### src/rtl/cpu_pkg.sv
// rtl/cpu_pkg.sv - shared CPU types and constants for the pipeline control blocks
package cpu_pkg;
    typedef enum logic {
        RUN     = 1'b0,
        MD_WAIT = 1'b1
    } state_t;

    localparam int          REG_W     = 4;
    localparam logic [15:0] NOP_INSTR = 16'h0000;
endpackage

### src/rtl/pipe_hazard_ctrl_if.sv
// rtl/pipe_hazard_ctrl_if.sv - ID/EX hazard inputs and pipeline enable/flush outputs
interface pipe_hazard_ctrl_if #(
    parameter int REG_W = 4,
    parameter int CNT_W = 16
);
    logic [REG_W-1:0] id_rs1;
    logic [REG_W-1:0] id_rs2;
    logic             id_use_rs1;
    logic             id_use_rs2;
    logic             ex_mem_read;
    logic [REG_W-1:0] ex_rd;
    logic             ex_md;
    logic             ex_redirect;
    logic             pc_we;
    logic             ifid_we;
    logic             ifid_flush;
    logic             idex_we;
    logic             idex_bubble;
    logic             exmem_bubble;
    logic             md_busy;
    logic             md_done;
    logic [CNT_W-1:0] stall_cycles;

    modport master (
        output id_rs1, id_rs2, id_use_rs1, id_use_rs2, ex_mem_read, ex_rd, ex_md, ex_redirect,
        input  pc_we, ifid_we, ifid_flush, idex_we, idex_bubble, exmem_bubble,
               md_busy, md_done, stall_cycles
    );

    modport slave (
        input  id_rs1, id_rs2, id_use_rs1, id_use_rs2, ex_mem_read, ex_rd, ex_md, ex_redirect,
        output pc_we, ifid_we, ifid_flush, idex_we, idex_bubble, exmem_bubble,
               md_busy, md_done, stall_cycles
    );
endinterface

### src/rtl/pipe_hazard_ctrl_hazard_detect.sv
// rtl/pipe_hazard_ctrl_hazard_detect.sv - combinational load-use comparator
module hazard_detect #(
    parameter int REG_W = 4
) (
    input  logic [REG_W-1:0] id_rs1,
    input  logic [REG_W-1:0] id_rs2,
    input  logic             id_use_rs1,
    input  logic             id_use_rs2,
    input  logic             ex_mem_read,
    input  logic [REG_W-1:0] ex_rd,
    output logic             load_use
);
    // Register 0 is an ordinary register here, so no zero-address exemption.
    assign load_use = ex_mem_read &&
                      ((id_use_rs1 && (id_rs1 == ex_rd)) ||
                       (id_use_rs2 && (id_rs2 == ex_rd)));
endmodule

### src/rtl/pipe_hazard_ctrl.sv
// rtl/pipe_hazard_ctrl.sv - stall/flush/bubble sequencing for the 5-stage pipeline
module pipe_hazard_ctrl
    import cpu_pkg::*;
#(
    parameter int REG_W      = 4,
    parameter int MD_LATENCY = 16,
    parameter int CNT_W      = 16
) (
    input  logic              clk,
    input  logic              reset,
    pipe_hazard_ctrl_if.slave hz
);
    localparam int CW = (MD_LATENCY > 2) ? $clog2(MD_LATENCY) : 1;
    localparam logic [CW-1:0] CNT_INIT = CW'(MD_LATENCY - 2);

    if (MD_LATENCY < 2) begin : g_bad_latency
        $error("pipe_hazard_ctrl: MD_LATENCY must be at least 2");
    end

    state_t           state;
    logic [CW-1:0]    cnt;
    logic [CNT_W-1:0] stall_q;
    logic             load_use;

    hazard_detect #(.REG_W(REG_W)) u_hazard_detect (
        .id_rs1      (hz.id_rs1),
        .id_rs2      (hz.id_rs2),
        .id_use_rs1  (hz.id_use_rs1),
        .id_use_rs2  (hz.id_use_rs2),
        .ex_mem_read (hz.ex_mem_read),
        .ex_rd       (hz.ex_rd),
        .load_use    (load_use)
    );

    always_comb begin
        hz.pc_we        = 1'b1;
        hz.ifid_we      = 1'b1;
        hz.ifid_flush   = 1'b0;
        hz.idex_we      = 1'b1;
        hz.idex_bubble  = 1'b0;
        hz.exmem_bubble = 1'b0;
        hz.md_busy      = 1'b0;
        hz.md_done      = 1'b0;
        if (!reset) begin
            hz.pc_we        = 1'b0;
            hz.ifid_we      = 1'b0;
            hz.idex_we      = 1'b0;
            hz.ifid_flush   = 1'b1;
            hz.idex_bubble  = 1'b1;
            hz.exmem_bubble = 1'b1;
        end else if (state == MD_WAIT || hz.ex_md) begin
            // EX is frozen on the mul/div until its last cycle; nothing else can intervene.
            hz.md_busy = 1'b1;
            if (state == MD_WAIT && cnt == '0) begin
                hz.md_done = 1'b1;
            end else begin
                hz.pc_we        = 1'b0;
                hz.ifid_we      = 1'b0;
                hz.idex_we      = 1'b0;
                hz.exmem_bubble = 1'b1;
            end
        end else if (hz.ex_redirect) begin
            hz.ifid_flush  = 1'b1;
            hz.idex_bubble = 1'b1;
        end else if (load_use) begin
            hz.pc_we       = 1'b0;
            hz.ifid_we     = 1'b0;
            hz.idex_bubble = 1'b1;
        end
    end

    always_ff @(posedge clk or negedge reset) begin
        if (!reset) begin
            state   <= RUN;
            cnt     <= '0;
            stall_q <= '0;
        end else begin
            case (state)
                RUN: begin
                    if (hz.ex_md) begin
                        state <= MD_WAIT;
                        cnt   <= CNT_INIT;
                    end
                end
                MD_WAIT: begin
                    if (cnt == '0) state <= RUN;
                    else           cnt   <= cnt - CW'(1);
                end
                default: state <= RUN;
            endcase
            if (!hz.pc_we && stall_q != {CNT_W{1'b1}}) begin
                stall_q <= stall_q + CNT_W'(1);
            end
        end
    end

    assign hz.stall_cycles = stall_q;
endmodule

### src/flat_wrapper.sv
// flat-port wrapper written by rule: the top's interface ports become plain ports
module pipe_hazard_ctrl_flat import cpu_pkg::*;
#(
    parameter int REG_W      = 4,
    parameter int MD_LATENCY = 16,
    parameter int CNT_W      = 16
)
  (clk, reset, hz_id_rs1, hz_id_rs2, hz_id_use_rs1, hz_id_use_rs2, hz_ex_mem_read, hz_ex_rd, hz_ex_md, hz_ex_redirect, hz_pc_we, hz_ifid_we, hz_ifid_flush, hz_idex_we, hz_idex_bubble, hz_exmem_bubble, hz_md_busy, hz_md_done, hz_stall_cycles);
  pipe_hazard_ctrl_if #(.REG_W(REG_W), .CNT_W(CNT_W)) hz_i ();
  input  logic clk;
  input  logic reset;
  input wire logic [$bits(hz_i.id_rs1)-1:0] hz_id_rs1;
  input wire logic [$bits(hz_i.id_rs2)-1:0] hz_id_rs2;
  input wire logic [$bits(hz_i.id_use_rs1)-1:0] hz_id_use_rs1;
  input wire logic [$bits(hz_i.id_use_rs2)-1:0] hz_id_use_rs2;
  input wire logic [$bits(hz_i.ex_mem_read)-1:0] hz_ex_mem_read;
  input wire logic [$bits(hz_i.ex_rd)-1:0] hz_ex_rd;
  input wire logic [$bits(hz_i.ex_md)-1:0] hz_ex_md;
  input wire logic [$bits(hz_i.ex_redirect)-1:0] hz_ex_redirect;
  output wire logic [$bits(hz_i.pc_we)-1:0] hz_pc_we;
  output wire logic [$bits(hz_i.ifid_we)-1:0] hz_ifid_we;
  output wire logic [$bits(hz_i.ifid_flush)-1:0] hz_ifid_flush;
  output wire logic [$bits(hz_i.idex_we)-1:0] hz_idex_we;
  output wire logic [$bits(hz_i.idex_bubble)-1:0] hz_idex_bubble;
  output wire logic [$bits(hz_i.exmem_bubble)-1:0] hz_exmem_bubble;
  output wire logic [$bits(hz_i.md_busy)-1:0] hz_md_busy;
  output wire logic [$bits(hz_i.md_done)-1:0] hz_md_done;
  output wire logic [$bits(hz_i.stall_cycles)-1:0] hz_stall_cycles;
  assign hz_i.id_rs1 = hz_id_rs1;
  assign hz_i.id_rs2 = hz_id_rs2;
  assign hz_i.id_use_rs1 = hz_id_use_rs1;
  assign hz_i.id_use_rs2 = hz_id_use_rs2;
  assign hz_i.ex_mem_read = hz_ex_mem_read;
  assign hz_i.ex_rd = hz_ex_rd;
  assign hz_i.ex_md = hz_ex_md;
  assign hz_i.ex_redirect = hz_ex_redirect;
  assign hz_pc_we = hz_i.pc_we;
  assign hz_ifid_we = hz_i.ifid_we;
  assign hz_ifid_flush = hz_i.ifid_flush;
  assign hz_idex_we = hz_i.idex_we;
  assign hz_idex_bubble = hz_i.idex_bubble;
  assign hz_exmem_bubble = hz_i.exmem_bubble;
  assign hz_md_busy = hz_i.md_busy;
  assign hz_md_done = hz_i.md_done;
  assign hz_stall_cycles = hz_i.stall_cycles;
  pipe_hazard_ctrl #(.REG_W(REG_W), .MD_LATENCY(MD_LATENCY), .CNT_W(CNT_W)) u_core (.clk(clk), .reset(reset), .hz(hz_i));
endmodule
### config.mk
export PLATFORM = sky130hd
export DESIGN_NAME = pipe_hazard_ctrl_flat
export DESIGN_NICKNAME = d
export VERILOG_FILES = /design/src/rtl/cpu_pkg.sv /design/src/rtl/pipe_hazard_ctrl_if.sv /design/src/rtl/pipe_hazard_ctrl_hazard_detect.sv /design/src/rtl/pipe_hazard_ctrl.sv /design/src/flat_wrapper.sv
export SDC_FILE = /design/constraint.sdc
export NUM_CORES = 1
export LEC_CHECK = 0
export ABC_AREA = 1
export BUFFER_PORTS_ARGS = -buffer_cell sky130_fd_sc_hd__buf_4
export CAP_MARGIN = 10
export CORE_MARGIN = 2
export CORE_UTILIZATION = 51
export DETAILED_ROUTE_END_ITERATION = 8
export PLACE_DENSITY = 0.85
export SLEW_MARGIN = 20
export SYNTH_ARGS = -nofsm -noshare
export SYNTH_HDL_FRONTEND = slang
export SYNTH_SLANG_ARGS = --single-unit
### constraint.sdc
create_clock -name clk -period 1.9 [get_ports clk]
set_input_delay 0.19 -clock clk [delete_from_list [all_inputs] [get_ports clk]]
set_output_delay 0.19 -clock clk [all_outputs]
set_load 0.02 [all_outputs]
== Word-level counts from Yosys, hierarchy flattened ==
Index checks and enable logic that the tools add are counted.

* Reduce and logical (&&, ||, !) cells: 10
* Bitwise operators: 1
* Mux-type cells: 27
* Add/sub/neg operators: 2
* Equality and inequality tests: 5

{| class="wikitable"
|+ Operators with widths
! cell !! count
|-
| $mux W1 || 23
|-
| $add A16 B1 Y16 const B || 1
|-
| $ne A16 B16 Y1 const B || 1
|-
| $eq A4 B4 Y1 || 2
|-
| $mux W4 || 2
|-
| $pmux W4 S2 || 1
|-
| $logic_and A1 B1 Y1 || 5
|-
| $logic_not A4 Y1 || 1
|-
| $ne A2 B2 Y1 const B || 2
|-
| $sub A4 B1 Y4 const B || 1
|-
| $logic_or A1 B1 Y1 || 2
|-
| $pmux W1 S2 || 1
|-
| $reduce_and A2 Y1 || 1
|-
| $logic_not A1 Y1 || 1
|-
| $not A1 Y1 || 1
|}

* Word-level logic and storage cells: 48
* Bits in registers: 21

== Logic depth before layout (Yosys ltp) ==
Gate-level depths: netlist of the first run.

* Word-level depth: 10
* Gate-level depth with buffers: 12
* Mapped depth without buffers: 11

== Cells and area by module ==
Synthesis of the first run repeated with hierarchy kept, for this count alone.

* Cells, all modules: 218
* Area total of the unflattened synthesis: 1487.7 um^2

{| class="wikitable"
|+ Modules (own cells, without submodules)
! module !! area an instance (um^2) !! seq. area each (um^2) !! instances !! cells an instance
|-
| pipe_hazard_ctrl || 1338.8 || 525.5 || 1 || 184
|-
| hazard_detect || 148.9 || 0.0 || 1 || 34
|}

== Worst setup path before layout of the first run ==
OpenSTA, ideal clock, no wires.

* Kind: reg2out
* From: reg u_core.cnt[0]
* To: out hz_pc_we
* Arrival time: 1805 ps
* Stages on the path, launching flop included: 11
* Setup slack: -95 ps
* Required time: 1710 ps
* Buffers on the path: 2
* Path through: dfrtp_1 inv_1 ha_1 nand4_1 inv_2 nor2_2 nor2_2 nand2_2 buf_2 inv_2 buf_4

* Word-level cells in the longest chain between the ends: 5

{| class="wikitable"
|+ Ends and longest elaborated chain
! item !! line !! RTL
|-
| start, declared || pipe_hazard_ctrl.sv:21 || <nowiki>logic [CW-1:0] cnt;</nowiki>
|-
| start signal, assigned || pipe_hazard_ctrl.sv:87 || <nowiki>else cnt <= cnt - CW'(1);</nowiki>
|-
| $logic_not A4 Y1 || pipe_hazard_ctrl.sv:54 || <nowiki>if (state == MD_WAIT && cnt == '0) begin</nowiki>
|-
| $logic_and A1 B1 Y1 || pipe_hazard_ctrl.sv:54 ||
|-
| $mux W1 (3 in a row) || - ||
|-
| end, declared || flat_wrapper.sv:20 || <nowiki>output wire logic [$bits(hz_i.pc_we)-1:0] hz_pc_we;</nowiki>
|}

No other way between the ends.

== Worst setup path in the final report of the first run ==
* From: reg u_core.stall_q[9], in the netlist u_core.hz.stall_cycles[9]
* To: reg u_core.stall_q[14], in the netlist u_core.hz.stall_cycles[14]

* Word-level cells in the longest chain between the ends: 2

{| class="wikitable"
|+ Ends and longest elaborated chain
! item !! line !! RTL
|-
| start, declared || pipe_hazard_ctrl.sv:22 || <nowiki>logic [CNT_W-1:0] stall_q;</nowiki>
|-
| start signal, assigned || pipe_hazard_ctrl.sv:92 || <nowiki>stall_q <= stall_q + CNT_W'(1);</nowiki>
|-
| branches (longest 2 deep; another with $add A16 B1 Y16) || - ||
|}

Parallel ways; which one is timed is not known.
A chain may end at the register's enable or synchronous reset.

==> results of run 1 <==
per-stage QoR:
step                instance area, um2  total power, mW  setup TNS, ns
global placement                  1820             1.67              0
CTS                               1880             1.94              0
detailed placement                1820             1.68              0
floorplan                         1450             1.34              0
finish                            2010             2.10        -0.0128
global route                      2010             2.25          -1.60
final cells by class:
cell class / instances / area (um2) / share of cell area
tap: 31 / 38.8 / 0.0193
timing repair buffer: 56 / 423 / 0.210
inverter: 23 / 86.3 / 0.0429
sequential: 21 / 526 / 0.261
multi-input combinational: 157 / 915 / 0.454
clock buffer: 4 / 26.3 / 0.0130
repair_timing:
item / CTS / global route
setup buffers: 1 / 6
hold endpoints to repair: 21 / 0
setup endpoints to repair: 6 / 18
pin swaps: 1 / 8
hold buffers: 1 / 0
resized for setup: 5 / 10
cloned: 0 / 3
sequential cells by signal, summed over array words and instances (netlist names):
name / count
u_core.state: 1
u_core.cnt: 4
u_core.hz.stall_cycles: 16
layer usage:
layer  vias to the layer above  wire length (um)
met4                         0               135
met1                       727              1520
met5                         -                 0
met3                        17               277
met2                        60              2100
li1                        759                 -
power by group through the flow:
stage               Combinational (mW)  Sequential, mW  Clock [mW]
global route                      1.25           0.744       0.250
floorplan                        0.546           0.797           0
CTS                               1.01           0.704       0.227
global placement                 0.964           0.710           0
detailed placement               0.976           0.709           0
finish                            1.15           0.726       0.221
worst paths after layout:
| check | startpoint | to | slack, ns | cells after the start |
|---|---|---|---|---|
| worst min register to register | u_core.cnt[2] | u_core.cnt[2] | 0.49 | 1 |
| worst min-delay path | hz_ex_md | u_core.cnt[2] | 0.17 | 3 |
| min in group asynchronous | reset | u_core.cnt[3] | 0.23 | 2 |
| worst max register to register | u_core.hz.stall_cycles[9] | u_core.hz.stall_cycles[14] | -0.01 | 8 |
| max in group asynchronous | reset | u_core.cnt[1] | 1.27 | 3 |
| worst max-delay path | u_core.hz.stall_cycles[9] | u_core.hz.stall_cycles[14] | -0.01 | 8 |
cells in the mapped netlist (3+ instances only):
| cell | number |
|---|---|
| dfrtp_1 | 21 |
| ha_1 | 3 |
| inv_1 | 20 |
| nand2_1 | 64 |
| nand3_1 | 28 |
| nor2_1 | 24 |
| nor2_2 | 3 |
| xnor2_1 | 8 |
| xor2_1 | 8 |
kinds of logic (layout without fill, tap and decap cells):
group / after synthesis / in the layout
buffers and inverters: 27 / 83
adder cells (fa/ha/maj): 3 / 3
AND/OR/NAND/NOR: 128 / 131
XOR/XNOR: 16 / 16
AO/OA/AOI/OAI: 7 / 7
flip-flops: 21 / 21
worst max-delay path: cells and delay by family, from the launching register on:
family / cells / cell delay, ns
AND/OR/NAND/NOR: 7 / 1.30
flip-flops: 1 / 0.43
buffers and inverters: 1 / 0.12
cells in the final DEF, fill, tap and decap left out:
cell,netlist,layout
nand2_8,0,2
nand2_4,1,1
nor3_2,1,1
nand2_1,64,62
clkbuf_1,0,1
xnor2_1,8,8
nand3_4,0,1
nor3_1,2,2
nor2_4,0,4
nand2_2,1,2
inv_1,20,18
clkbuf_4,0,3
clkinv_1,1,1
buf_4,1,55
dlygate4sd3_1,0,1
a31oi_1,1,1
o21ai_1,1,1
xor2_1,8,8
a31o_2,1,1
ha_1,3,2
nor2_1,24,23
nor3_4,1,1
inv_2,2,4
nand3b_2,0,1
nand3b_4,1,2
nand3_1,28,28
dfrtp_1,21,21
ha_4,0,1
o21ai_0,2,2
nand4_1,1,1
a22oi_1,2,2
==> metrics.txt, run 1 <==
# TYPE chip_impl_metric gauge
chip_impl_info{name="outcome",value="finished, violations left"} 1
chip_impl_info{name="failed_checks",value="setup timing"} 1
chip_impl_info{name="clock-root-buffer",value="clkbuf_4"} 1
chip_impl_metric{name="switching_part_of_the_total_power",unit=""} 0.437
chip_impl_metric{name="number_of_antenna_violations_at_the_first_check_in_global_routing",unit=""} 0
chip_impl_metric{name="synth.area.mux_share",unit=""} 0
chip_impl_metric{name="grt_start_max_net_pins",unit=""} 18
chip_impl_metric{name="seq_power_share",unit=""} 0.346
chip_impl_info{name="combinational_family_with_the_most_area_after_synthesis",value="simple AND/OR/NAND/NOR gates"} 1
chip_impl_metric{name="viasPerCell",unit=""} 5.35
chip_impl_metric{name="dpl.hpwl",unit="um"} 2530
chip_impl_metric{name="diode_insertion_count_for_antenna_repair",unit=""} 0
chip_impl_metric{name="fp.coreArea",unit="mm2"} 0.00271
chip_impl_metric{name="power_report.internal_total",unit="mW"} 1.18
chip_impl_metric{name="gpl.final_weighted_congestion",unit=""} 0.852
chip_impl_info{name="global_route.peak_usage_layer",value="met2"} 1
chip_impl_metric{name="synth-async-reset-ratio",unit=""} 1.00
chip_impl_metric{name="timing.final.hold_violations",unit=""} 0
chip_impl_metric{name="synth_simple_gate_area_frac",unit=""} 0.402
chip_impl_info{name="tritoncts",value="built"} 1
chip_impl_metric{name="report.final.slew_viol_count",unit=""} 0
chip_impl_metric{name="synth-adder-area-share",unit=""} 0.0260
chip_impl_metric{name="leak",unit="nW"} 1.12
chip_impl_metric{name="io_buffers",unit=""} 42
chip_impl_metric{name="postSynthNetCount",unit=""} 224
chip_impl_info{name="setup.worst_path.class",value="reg -> reg"} 1
chip_impl_metric{name="slew-limit-headroom",unit=""} 0.730
chip_impl_metric{name="synth_compound_gate_area_share",unit=""} 0.0312
chip_impl_metric{name="pwr-share-clk",unit=""} 0.105
chip_impl_metric{name="whs",unit="ns"} 0.167
chip_impl_metric{name="layout.nets",unit=""} 284
chip_impl_metric{name="ctsHtreeMaxLevel",unit=""} 1
chip_impl_info{name="critPathLaunchType",value="flip-flop"} 1
chip_impl_metric{name="route.detailed.wl_per_inst",unit="um"} 13.8
chip_impl_metric{name="firstDrtPassIters",unit=""} 4
chip_impl_metric{name="detailroute.via_count",unit=""} 1563
chip_impl_metric{name="ctsLongestPathBuffers",unit=""} 2
chip_impl_metric{name="power_per_cell_area",unit="mW/mm2"} 1040
chip_impl_info{name="yosys-top-cells-area",value="dfrtp_1 (36%), nand2_1 (17%), nand3_1 (9.7%), nor2_1 (6.2%), inv_1 (5.2%)"} 1
chip_impl_info{name="setup.worst_path.end_class",value="flip-flop"} 1
chip_impl_metric{name="ys_ff_latch",unit=""} 21
chip_impl_metric{name="postLayoutCoreUtil",unit=""} 0.743
chip_impl_metric{name="synth_area",unit="mm2"} 0.00144
chip_impl_metric{name="synth_xor_xnor_area_share",unit=""} 0.0971
chip_impl_info{name="cpMostUsedCell",value="nand2_1"} 1
chip_impl_metric{name="design.portCount",unit=""} 43
chip_impl_metric{name="max_stage_delay",unit="ns"} 0.43
chip_impl_info{name="min-delay-path-class",value="in -> reg"} 1
chip_impl_metric{name="timing_worst_slew_pin_value",unit="ns"} 0.404
chip_impl_metric{name="post_synth_inst_count",unit=""} 202
chip_impl_metric{name="post-route-period-util",unit=""} 1.01
chip_impl_info{name="timing.critical_path.cells",value="inv_1 > nor3_2 > nand2_2 > nor3_4 > nand3b_4 > nand2_8 > nand2_1 > nand2_1"} 1
chip_impl_metric{name="tritoncts.num_buffers",unit=""} 3
chip_impl_metric{name="setup_viol",unit=""} 1
chip_impl_metric{name="share_of_the_yosys_chip_area_belonging_to_registers",unit=""} 0.364
chip_impl_metric{name="power.share.combinational",unit=""} 0.549
chip_impl_metric{name="post_layout_nonfiller_instances",unit=""} 292
chip_impl_metric{name="synth_edf_count",unit=""} 0
chip_impl_metric{name="ant_nets",unit=""} 0
chip_impl_metric{name="netlist-cell-type-count",unit=""} 27
chip_impl_metric{name="timing.critical_path.required",unit="ns"} 2.15
chip_impl_info{name="unrepaired_setup_endpoints_after_global_routing",value="true"} 1
chip_impl_metric{name="grt.met2_usage",unit=""} 0.389
chip_impl_metric{name="period_needed",unit="ns"} 1.91
chip_impl_info{name="netlist.top_cell.by_area",value="dfrtp_1"} 1
chip_impl_metric{name="std_cell_rows",unit=""} 19
chip_impl_metric{name="synth.top_cell.area_share",unit=""} 0.364
chip_impl_metric{name="global_route.overflow_total",unit=""} 0
chip_impl_metric{name="critical_path.max_fanout",unit=""} 8
chip_impl_metric{name="drt_iter0_drc",unit=""} 91
chip_impl_metric{name="groute.usage.overall",unit=""} 0.223
chip_impl_metric{name="timing.final.ws_setup",unit="ns"} -0.0128
chip_impl_metric{name="globalRouteMet1Util",unit=""} 0.283
chip_impl_metric{name="syn_area_per_cell",unit="um2"} 7.14
chip_impl_metric{name="die_height",unit="um"} 57.2
chip_impl_metric{name="finalWirelength",unit="um"} 4030
chip_impl_metric{name="dieWidth",unit="um"} 57.2
chip_impl_metric{name="syn_to_final_growth",unit="%"} 39.6
chip_impl_metric{name="fmax",unit="GHz"} 0.523
chip_impl_metric{name="cap_violations",unit=""} 0
chip_impl_metric{name="via_count_of_the_first_global_routing_pass",unit=""} 1349
chip_impl_info{name="yosys_most_used_dff",value="dfrtp_1"} 1
chip_impl_metric{name="fillerInstances",unit=""} 209
chip_impl_metric{name="start_util",unit=""} 0.532
chip_impl_metric{name="fp.dieArea",unit="mm2"} 0.00327
chip_impl_info{name="slowest_stage",value="dfrtp_1"} 1
chip_impl_metric{name="yosys_warnings",unit=""} 0
chip_impl_metric{name="placedCellCount",unit=""} 277
chip_impl_metric{name="drive_gt1_frac",unit=""} 0.303
chip_impl_metric{name="vdd_ir_drop_max",unit="V"} 0.00109
chip_impl_metric{name="power.net_switching",unit="mW"} 0.916
chip_impl_metric{name="grtUsageMet3",unit=""} 0.0363
chip_impl_metric{name="clock_insertion_delay_worst_skew",unit="ns"} 0.31
chip_impl_metric{name="arrival",unit="ns"} 2.16
chip_impl_metric{name="detailedPlace.worstSlack",unit="ns"} 0.0295
chip_impl_metric{name="path_clk_slew",unit="ns"} 0.12
chip_impl_metric{name="clock_sinks",unit=""} 21
chip_impl_metric{name="detail_route.drc_violations",unit=""} 0
chip_impl_metric{name="clock-skew-final",unit="ns"} 0.00390
chip_impl_metric{name="wire_length_of_the_first_global_routing_pass",unit="um"} 5770
No activity file was read; power rests on OpenSTA's default activity.
==> run 2: changes to the inputs <==
--- a/config.mk
+++ b/config.mk
@@ -11,7 +11,8 @@
 export CORE_MARGIN = 2
 export CORE_UTILIZATION = 51
 export DETAILED_ROUTE_END_ITERATION = 8
-export PLACE_DENSITY = 0.85
+export GPL_TIMING_DRIVEN = 0
+export PLACE_DENSITY = 0.9
 export SLEW_MARGIN = 20
 export SYNTH_ARGS = -nofsm -noshare
 export SYNTH_HDL_FRONTEND = slang
==> run 2 against run 1 <==
Total power up 4.6%. Clock power is 4% lower. Worst setup slack gained 0.074 ns. Largest cell class unchanged. First-iteration DRC count shrank 34%. Routed wire length decreased by 5.3%. The run now ends clean. Sequential power grew 2.8%.
==> metrics.txt, run 2 (synthesized netlist as in run 1, its figures left out) <==
# TYPE chip_impl_metric gauge
chip_impl_info{name="min-delay-path-class",value="in -> reg"} 1
chip_impl_metric{name="viasPerCell",unit=""} 5.05
chip_impl_metric{name="area_used_by_multi_input_combinational_logic",unit="um2"} 862
chip_impl_metric{name="detail_route.drc_violations",unit=""} 0
chip_impl_metric{name="fp.coreArea",unit="mm2"} 0.00271
chip_impl_metric{name="report.final.slew_viol_count",unit=""} 0
chip_impl_metric{name="vdd_ir_drop_max",unit="V"} 0.000909
chip_impl_metric{name="setup_viol",unit=""} 0
chip_impl_info{name="tritoncts",value="built"} 1
chip_impl_info{name="slowest_stage",value="dfrtp_1"} 1
chip_impl_info{name="crit_path_leading_delay_family",value="buffers and inverters"} 1
chip_impl_metric{name="fillerInstances",unit=""} 182
chip_impl_metric{name="dpl.hpwl",unit="um"} 2380
chip_impl_metric{name="leak",unit="nW"} 1.10
chip_impl_metric{name="global_route.overflow_total",unit=""} 0
chip_impl_metric{name="area.sequential",unit="um2"} 527
chip_impl_metric{name="wire_length_of_the_first_global_routing_pass",unit="um"} 6110
chip_impl_info{name="setup.worst_path.end_class",value="primary output"} 1
chip_impl_metric{name="route.detailed.wl_per_inst",unit="um"} 12.9
chip_impl_info{name="critPathLaunchType",value="flip-flop"} 1
chip_impl_metric{name="ant_nets",unit=""} 0
chip_impl_metric{name="timing.critical_path.required",unit="ns"} 1.71
chip_impl_metric{name="critical_path.max_fanout",unit=""} 3
chip_impl_metric{name="period_needed",unit="ns"} 1.84
chip_impl_info{name="outcome",value="complete, no violations"} 1
chip_impl_metric{name="layout.nets",unit=""} 288
chip_impl_metric{name="arrival",unit="ns"} 1.65
chip_impl_metric{name="fp.dieArea",unit="mm2"} 0.00327
chip_impl_metric{name="path_clk_slew",unit="ns"} 0.11
chip_impl_metric{name="critical_path_buf_inv_count",unit=""} 5
chip_impl_metric{name="cap_violations",unit=""} 0
chip_impl_metric{name="ctsHtreeMaxLevel",unit=""} 1
chip_impl_info{name="clock-root-buffer",value="clkbuf_4"} 1
chip_impl_metric{name="postLayoutCoreUtil",unit=""} 0.749
chip_impl_metric{name="slew-limit-headroom",unit=""} 0.380
chip_impl_info{name="commonest_non_fill_non_tap_cell_in_the_layout",value="nand2_1"} 1
chip_impl_metric{name="design.portCount",unit=""} 43
chip_impl_metric{name="fmax",unit="GHz"} 0.544
chip_impl_metric{name="whs",unit="ns"} 0.196
chip_impl_metric{name="max_stage_delay",unit="ns"} 0.42
chip_impl_metric{name="groute.usage.overall",unit=""} 0.233
chip_impl_info{name="timing.critical_path.cells",value="inv_2 > ha_4 > nand4_1 > inv_2 > nor2_4 > nor2_4 > nand2_4 > inv_4 > buf_4 > buf_6"} 1
chip_impl_metric{name="detailroute.via_count",unit=""} 1495
chip_impl_metric{name="dieWidth",unit="um"} 57.2
chip_impl_metric{name="gpl.final_weighted_congestion",unit=""} 0.866
chip_impl_info{name="most_used_cells_in_the_layout_excluding_fill_and_tap_cells",value="nand2_1 (64), buf_4 (59), nand3_1 (28)"} 1
chip_impl_metric{name="timing_worst_slew_pin_value",unit="ns"} 0.928
chip_impl_metric{name="drt_iter0_drc",unit=""} 60
chip_impl_metric{name="finalWirelength",unit="um"} 3820
chip_impl_metric{name="flip_flop_count_of_the_largest_register_after_layout",unit=""} 16
chip_impl_metric{name="grt_start_max_net_pins",unit=""} 22
chip_impl_metric{name="clock-skew-final",unit="ns"} 0.00866
chip_impl_metric{name="start_util",unit=""} 0.532
chip_impl_metric{name="tritoncts.num_buffers",unit=""} 3
chip_impl_metric{name="clock_sinks",unit=""} 21
chip_impl_info{name="setup.worst_path.class",value="reg -> out"} 1
chip_impl_metric{name="power_per_cell_area",unit="mW/mm2"} 1080
chip_impl_metric{name="syn_to_final_growth",unit="%"} 40.7
chip_impl_metric{name="via_count_of_the_first_global_routing_pass",unit=""} 1451
chip_impl_metric{name="io_buffers",unit=""} 42
chip_impl_metric{name="diode_insertion_count_for_antenna_repair",unit=""} 0
chip_impl_metric{name="clock_insertion_delay_worst_skew",unit="ns"} 0.30
chip_impl_metric{name="ctsLongestPathBuffers",unit=""} 2
chip_impl_metric{name="timing.final.hold_violations",unit=""} 0
chip_impl_metric{name="post-route-period-util",unit=""} 0.968
chip_impl_metric{name="firstDrtPassIters",unit=""} 4
chip_impl_metric{name="std_cell_rows",unit=""} 19
chip_impl_metric{name="drive_gt1_frac",unit=""} 0.317
chip_impl_metric{name="number_of_antenna_violations_at_the_first_check_in_global_routing",unit=""} 0
chip_impl_metric{name="die_height",unit="um"} 57.2
## run 2: changes by cell type in the layout (fill, tap and decap cells not counted), sizes merged
cell    previous run  this run
buf               55        62
nand2             67        66
nand3b             3         1
## run 2: tightest hold or removal path, cell delays in order
cell and delay [ns]:
buf_4 0.11, a22oi_1 0.08, o21ai_1 0.07
## run 2: per-layer routing
| layer | vias up | track usage | share of wire | wire, um |
|---|---|---|---|---|
| met5 | - | 0 | 0 | 0 |
| met4 | 0 | 0.0399 | 0.0092 | 35 |
| met1 | 701 | 0.282 | 0.41 | 1580 |
| met2 | 28 | 0.437 | 0.54 | 2060 |
| met3 | 4 | 0.0431 | 0.037 | 143 |
| li1 | 762 | - | - | - |
## run 2: final cells by class
class | count | area share
sequential | 21 | 0.260
multi-input combinational | 154 | 0.425
clock buffer | 4 | 0.0129
tap | 31 | 0.0191
inverter | 23 | 0.0438
timing repair buffer | 60 | 0.227
buffer | 3 | 0.0129
## run 2: timing repair
item | 4_1_cts | 5_1_grt
endpoints found under the hold margin | 21 | 0
cloned | 0 | 0
hold buffers | 1 | 0
resized for setup | 8 | 13
setup endpoints to repair | 7 | 16
pin swaps | 5 | 2
setup buffers | 13 | 5
## run 2: final timing paths
path | slack (ns) | end | depth (start not counted) | startpoint
max | 0.06 | hz_pc_we | 10 | u_core.cnt[1]
min | 0.20 | u_core.cnt[2] | 3 | hz_ex_md
max reg2reg | 0.07 | u_core.hz.stall_cycles[3] | 10 | u_core.hz.stall_cycles[1]
min reg2reg | 0.48 | u_core.cnt[2] | 1 | u_core.cnt[2]
max in group asynchronous | 0.70 | u_core.hz.stall_cycles[6] | 2 | reset
min in group asynchronous | 0.58 | u_core.hz.stall_cycles[13] | 2 | reset
## run 2: through the flow
stage / std cells / setup slack, ns / cell area [um2] / TNS (ns) / total power, mW
after floorplan: 202 / 0.0132 / 1450 / 0 / 1.34
after global placement: 275 / -0.124 / 1800 / -0.134 / 1.64
after detailed placement: 275 / -0.150 / 1800 / -0.186 / 1.67
after CTS: 293 / 0.00837 / 1960 / 0 / 2.05
after global routing: 296 / -0.0290 / 2030 / -0.0621 / 2.35
final: 296 / 0.0612 / 2030 / 0 / 2.20
## run 2: power breakdown
| part | internal [mW] | switching (mW) | total (mW) |
|---|---|---|---|
| combinational | 0.574 | 0.662 | 1.24 |
| sequential | 0.582 | 0.165 | 0.746 |
| clock | 0.0817 | 0.131 | 0.213 |
| total | 1.24 | 0.957 | 2.20 |
==> run 3: changes to the inputs <==
--- a/config.mk
+++ b/config.mk
@@ -9,10 +9,11 @@
 export BUFFER_PORTS_ARGS = -buffer_cell sky130_fd_sc_hd__buf_4
 export CAP_MARGIN = 10
 export CORE_MARGIN = 2
-export CORE_UTILIZATION = 51
+export CORE_UTILIZATION = 45
 export DETAILED_ROUTE_END_ITERATION = 8
 export GPL_TIMING_DRIVEN = 0
-export PLACE_DENSITY = 0.9
+export PLACE_DENSITY = 0.82
+export REMOVE_ABC_BUFFERS = 1
 export SLEW_MARGIN = 20
 export SYNTH_ARGS = -nofsm -noshare
 export SYNTH_HDL_FRONTEND = slang
==> run 3 against run 2 <==
Utilization down 7.0 points. Critical path type unchanged. Worst setup slack got worse by 0.00054 ns. Fmax is essentially flat. Worst hold slack got worse by 0.013 ns. Clock power is essentially flat. Total power decreased by 1.8%. Critical path depth down 1. Cell count is 4.1% higher. Largest cell class unchanged. Critical endpoint is now hz_exmem_bubble. First-iteration DRC count up 25%. Register-to-register slack barely moved.
==> metrics.txt, run 3 (synthesized netlist as in run 1, its figures left out) <==
# TYPE chip_impl_metric gauge
chip_impl_metric{name="fmax",unit="GHz"} 0.544
chip_impl_metric{name="pwr-share-clk",unit=""} 0.100
chip_impl_metric{name="placedCellCount",unit=""} 284
chip_impl_metric{name="cap_violations",unit=""} 0
chip_impl_metric{name="power.net_switching",unit="mW"} 0.921
chip_impl_info{name="min-delay-path-class",value="in -> reg"} 1
chip_impl_metric{name="final.setup.tns",unit="ns"} 0
chip_impl_metric{name="power.share.combinational",unit=""} 0.557
chip_impl_metric{name="io_buffers",unit=""} 42
chip_impl_metric{name="route.detailed.wl_per_inst",unit="um"} 12.2
chip_impl_metric{name="ctsHtreeMaxLevel",unit=""} 1
chip_impl_info{name="setup.worst_path.end_class",value="primary output"} 1
chip_impl_metric{name="timing_worst_slew_pin_value",unit="ns"} 0.350
chip_impl_metric{name="seq_power_share",unit=""} 0.343
chip_impl_metric{name="drt_iter0_drc",unit=""} 75
chip_impl_metric{name="power_report.internal_total",unit="mW"} 1.23
chip_impl_metric{name="wire_length_of_the_first_global_routing_pass",unit="um"} 5450
chip_impl_metric{name="fillerInstances",unit=""} 269
chip_impl_metric{name="post_layout_nonfiller_instances",unit=""} 308
chip_impl_metric{name="fp.coreArea",unit="mm2"} 0.00305
chip_impl_metric{name="switching_part_of_the_total_power",unit=""} 0.427
chip_impl_info{name="setup.worst_path.class",value="reg -> out"} 1
chip_impl_metric{name="number_of_antenna_violations_at_the_first_check_in_global_routing",unit=""} 0
chip_impl_metric{name="viasPerCell",unit=""} 5.01
chip_impl_metric{name="detailedPlace.worstSlack",unit="ns"} -0.0437
chip_impl_info{name="most_used_cells_in_the_layout_excluding_fill_and_tap_cells",value="nand2_1 (64), buf_4 (54), nand3_1 (28)"} 1
chip_impl_info{name="outcome",value="complete, no violations"} 1
chip_impl_metric{name="leak",unit="nW"} 1.14
chip_impl_metric{name="design.portCount",unit=""} 43
chip_impl_metric{name="vdd_ir_drop_max",unit="V"} 0.00105
chip_impl_metric{name="dpl.hpwl",unit="um"} 2230
chip_impl_metric{name="critical_path.max_fanout",unit=""} 3
chip_impl_metric{name="clock_insertion_delay_worst_skew",unit="ns"} 0.30
chip_impl_metric{name="firstDrtPassIters",unit=""} 4
chip_impl_metric{name="dieWidth",unit="um"} 60.6
chip_impl_metric{name="clock-skew-final",unit="ns"} 0.00371
chip_impl_metric{name="post-route-period-util",unit=""} 0.968
chip_impl_metric{name="diode_insertion_count_for_antenna_repair",unit=""} 0
chip_impl_metric{name="start_util",unit=""} 0.473
chip_impl_metric{name="layout.nets",unit=""} 287
chip_impl_metric{name="whs",unit="ns"} 0.183
chip_impl_metric{name="period_needed",unit="ns"} 1.84
chip_impl_metric{name="flip_flop_count_of_the_largest_register_after_layout",unit=""} 16
chip_impl_metric{name="power_per_cell_area",unit="mW/mm2"} 1040
chip_impl_metric{name="ctsLongestPathBuffers",unit=""} 2
chip_impl_metric{name="via_count_of_the_first_global_routing_pass",unit=""} 1234
chip_impl_metric{name="std_cell_rows",unit=""} 20
chip_impl_metric{name="finalWirelength",unit="um"} 3760
chip_impl_metric{name="grt_start_max_net_pins",unit=""} 24
chip_impl_metric{name="timing.final.hold_violations",unit=""} 0
chip_impl_info{name="critPathLaunchType",value="flip-flop"} 1
chip_impl_metric{name="arrival",unit="ns"} 1.65
chip_impl_metric{name="tritoncts.num_buffers",unit=""} 3
chip_impl_metric{name="gpl.final_weighted_congestion",unit=""} 0.851
chip_impl_metric{name="path_clk_slew",unit="ns"} 0.11
chip_impl_metric{name="drive_gt1_frac",unit=""} 0.318
chip_impl_metric{name="slew-limit-headroom",unit=""} 0.767
chip_impl_metric{name="detailroute.via_count",unit=""} 1542
chip_impl_metric{name="postLayoutCoreUtil",unit=""} 0.679
chip_impl_info{name="tritoncts",value="built"} 1
chip_impl_metric{name="fp.dieArea",unit="mm2"} 0.00367
chip_impl_info{name="clock-root-buffer",value="clkbuf_4"} 1
chip_impl_metric{name="groute.usage.overall",unit=""} 0.197
chip_impl_metric{name="global_route.overflow_total",unit=""} 0
chip_impl_metric{name="clock_sinks",unit=""} 21
chip_impl_metric{name="timing.final.ws_setup",unit="ns"} 0.0606
chip_impl_metric{name="ant_nets",unit=""} 0
chip_impl_metric{name="report.final.slew_viol_count",unit=""} 0
chip_impl_metric{name="register_to_register_setup_slack",unit="ns"} 0.08
chip_impl_metric{name="detail_route.drc_violations",unit=""} 0
chip_impl_metric{name="setup_viol",unit=""} 0
chip_impl_metric{name="die_height",unit="um"} 60.6
chip_impl_metric{name="syn_to_final_growth",unit="%"} 43.7
chip_impl_metric{name="timing.critical_path.required",unit="ns"} 1.71
chip_impl_info{name="commonest_non_fill_non_tap_cell_in_the_layout",value="nand2_1"} 1
-- run 3: cell type report --
type	count	area [um2]	area share
timing repair buffer	59	460	0.222
multi-input combinational	157	917	0.442
clock buffer	4	26.3	0.0127
tap	44	55.1	0.0266
sequential	21	528	0.255
inverter	23	86.3	0.0416
-- run 3: path summary, 6_finish.rpt --
path	start	endpoint	depth (start not counted)
worst max-delay path	u_core.cnt[1]	hz_exmem_bubble	9
worst min-delay path	hz_ex_md	u_core.cnt[3]	3
worst max register to register	u_core.hz.stall_cycles[0]	u_core.hz.stall_cycles[4]	9
worst min register to register	u_core.cnt[2]	u_core.cnt[2]	1
max in group asynchronous	reset	u_core.hz.stall_cycles[7]	2
min in group asynchronous	reset	u_core.cnt[0]	2
-- run 3: worst max-delay path, cell delays in order (launching register included) --
cell and delay (ns):
dfrtp_1 0.41, inv_2 0.09, ha_4 0.12, nand4_1 0.11, inv_2 0.12, nor2_4 0.06, nor2_4 0.16, buf_6 0.12
inv_1 0.04, buf_6 0.12
-- run 3: repair_timing --
item | in CTS | in global routing
setup endpoints to repair | 18 | 20
gates cloned | 2 | 1
pin swaps | 5 | 6
hold endpoints to repair | 21 | 0
setup buffers | 5 | 11
resized for setup | 8 | 14
hold buffers | 1 | 0
-- run 3: per-layer routing --
metal  part of all wire  global-route usage  vias up  wire [um]
met4              0.016              0.0807        0         61
met1               0.44               0.267      709       1670
met2               0.48               0.316       54       1810
met5                  0                   0        -          0
li1                   -                   -      773          -
met3              0.059              0.0299        6        223
-- run 3: power groups by stage --
stage	combinational (mW)	sequential [mW]	clock, mW
3_5_place_dp	0.899	0.735	0
2_1_floorplan	0.518	0.797	0
4_1_cts	1.00	0.718	0.221
6_report	1.20	0.739	0.215
5_1_grt	1.34	0.763	0.238
3_3_place_gp	0.875	0.734	0
-- run 3: metrics by stage --
stage	instance area [um2]	power, mW
2_1_floorplan	1410	1.31
3_3_place_gp	1780	1.61
3_5_place_dp	1780	1.63
4_1_cts	1920	1.94
5_1_grt	2070	2.34
6_report	2070	2.16
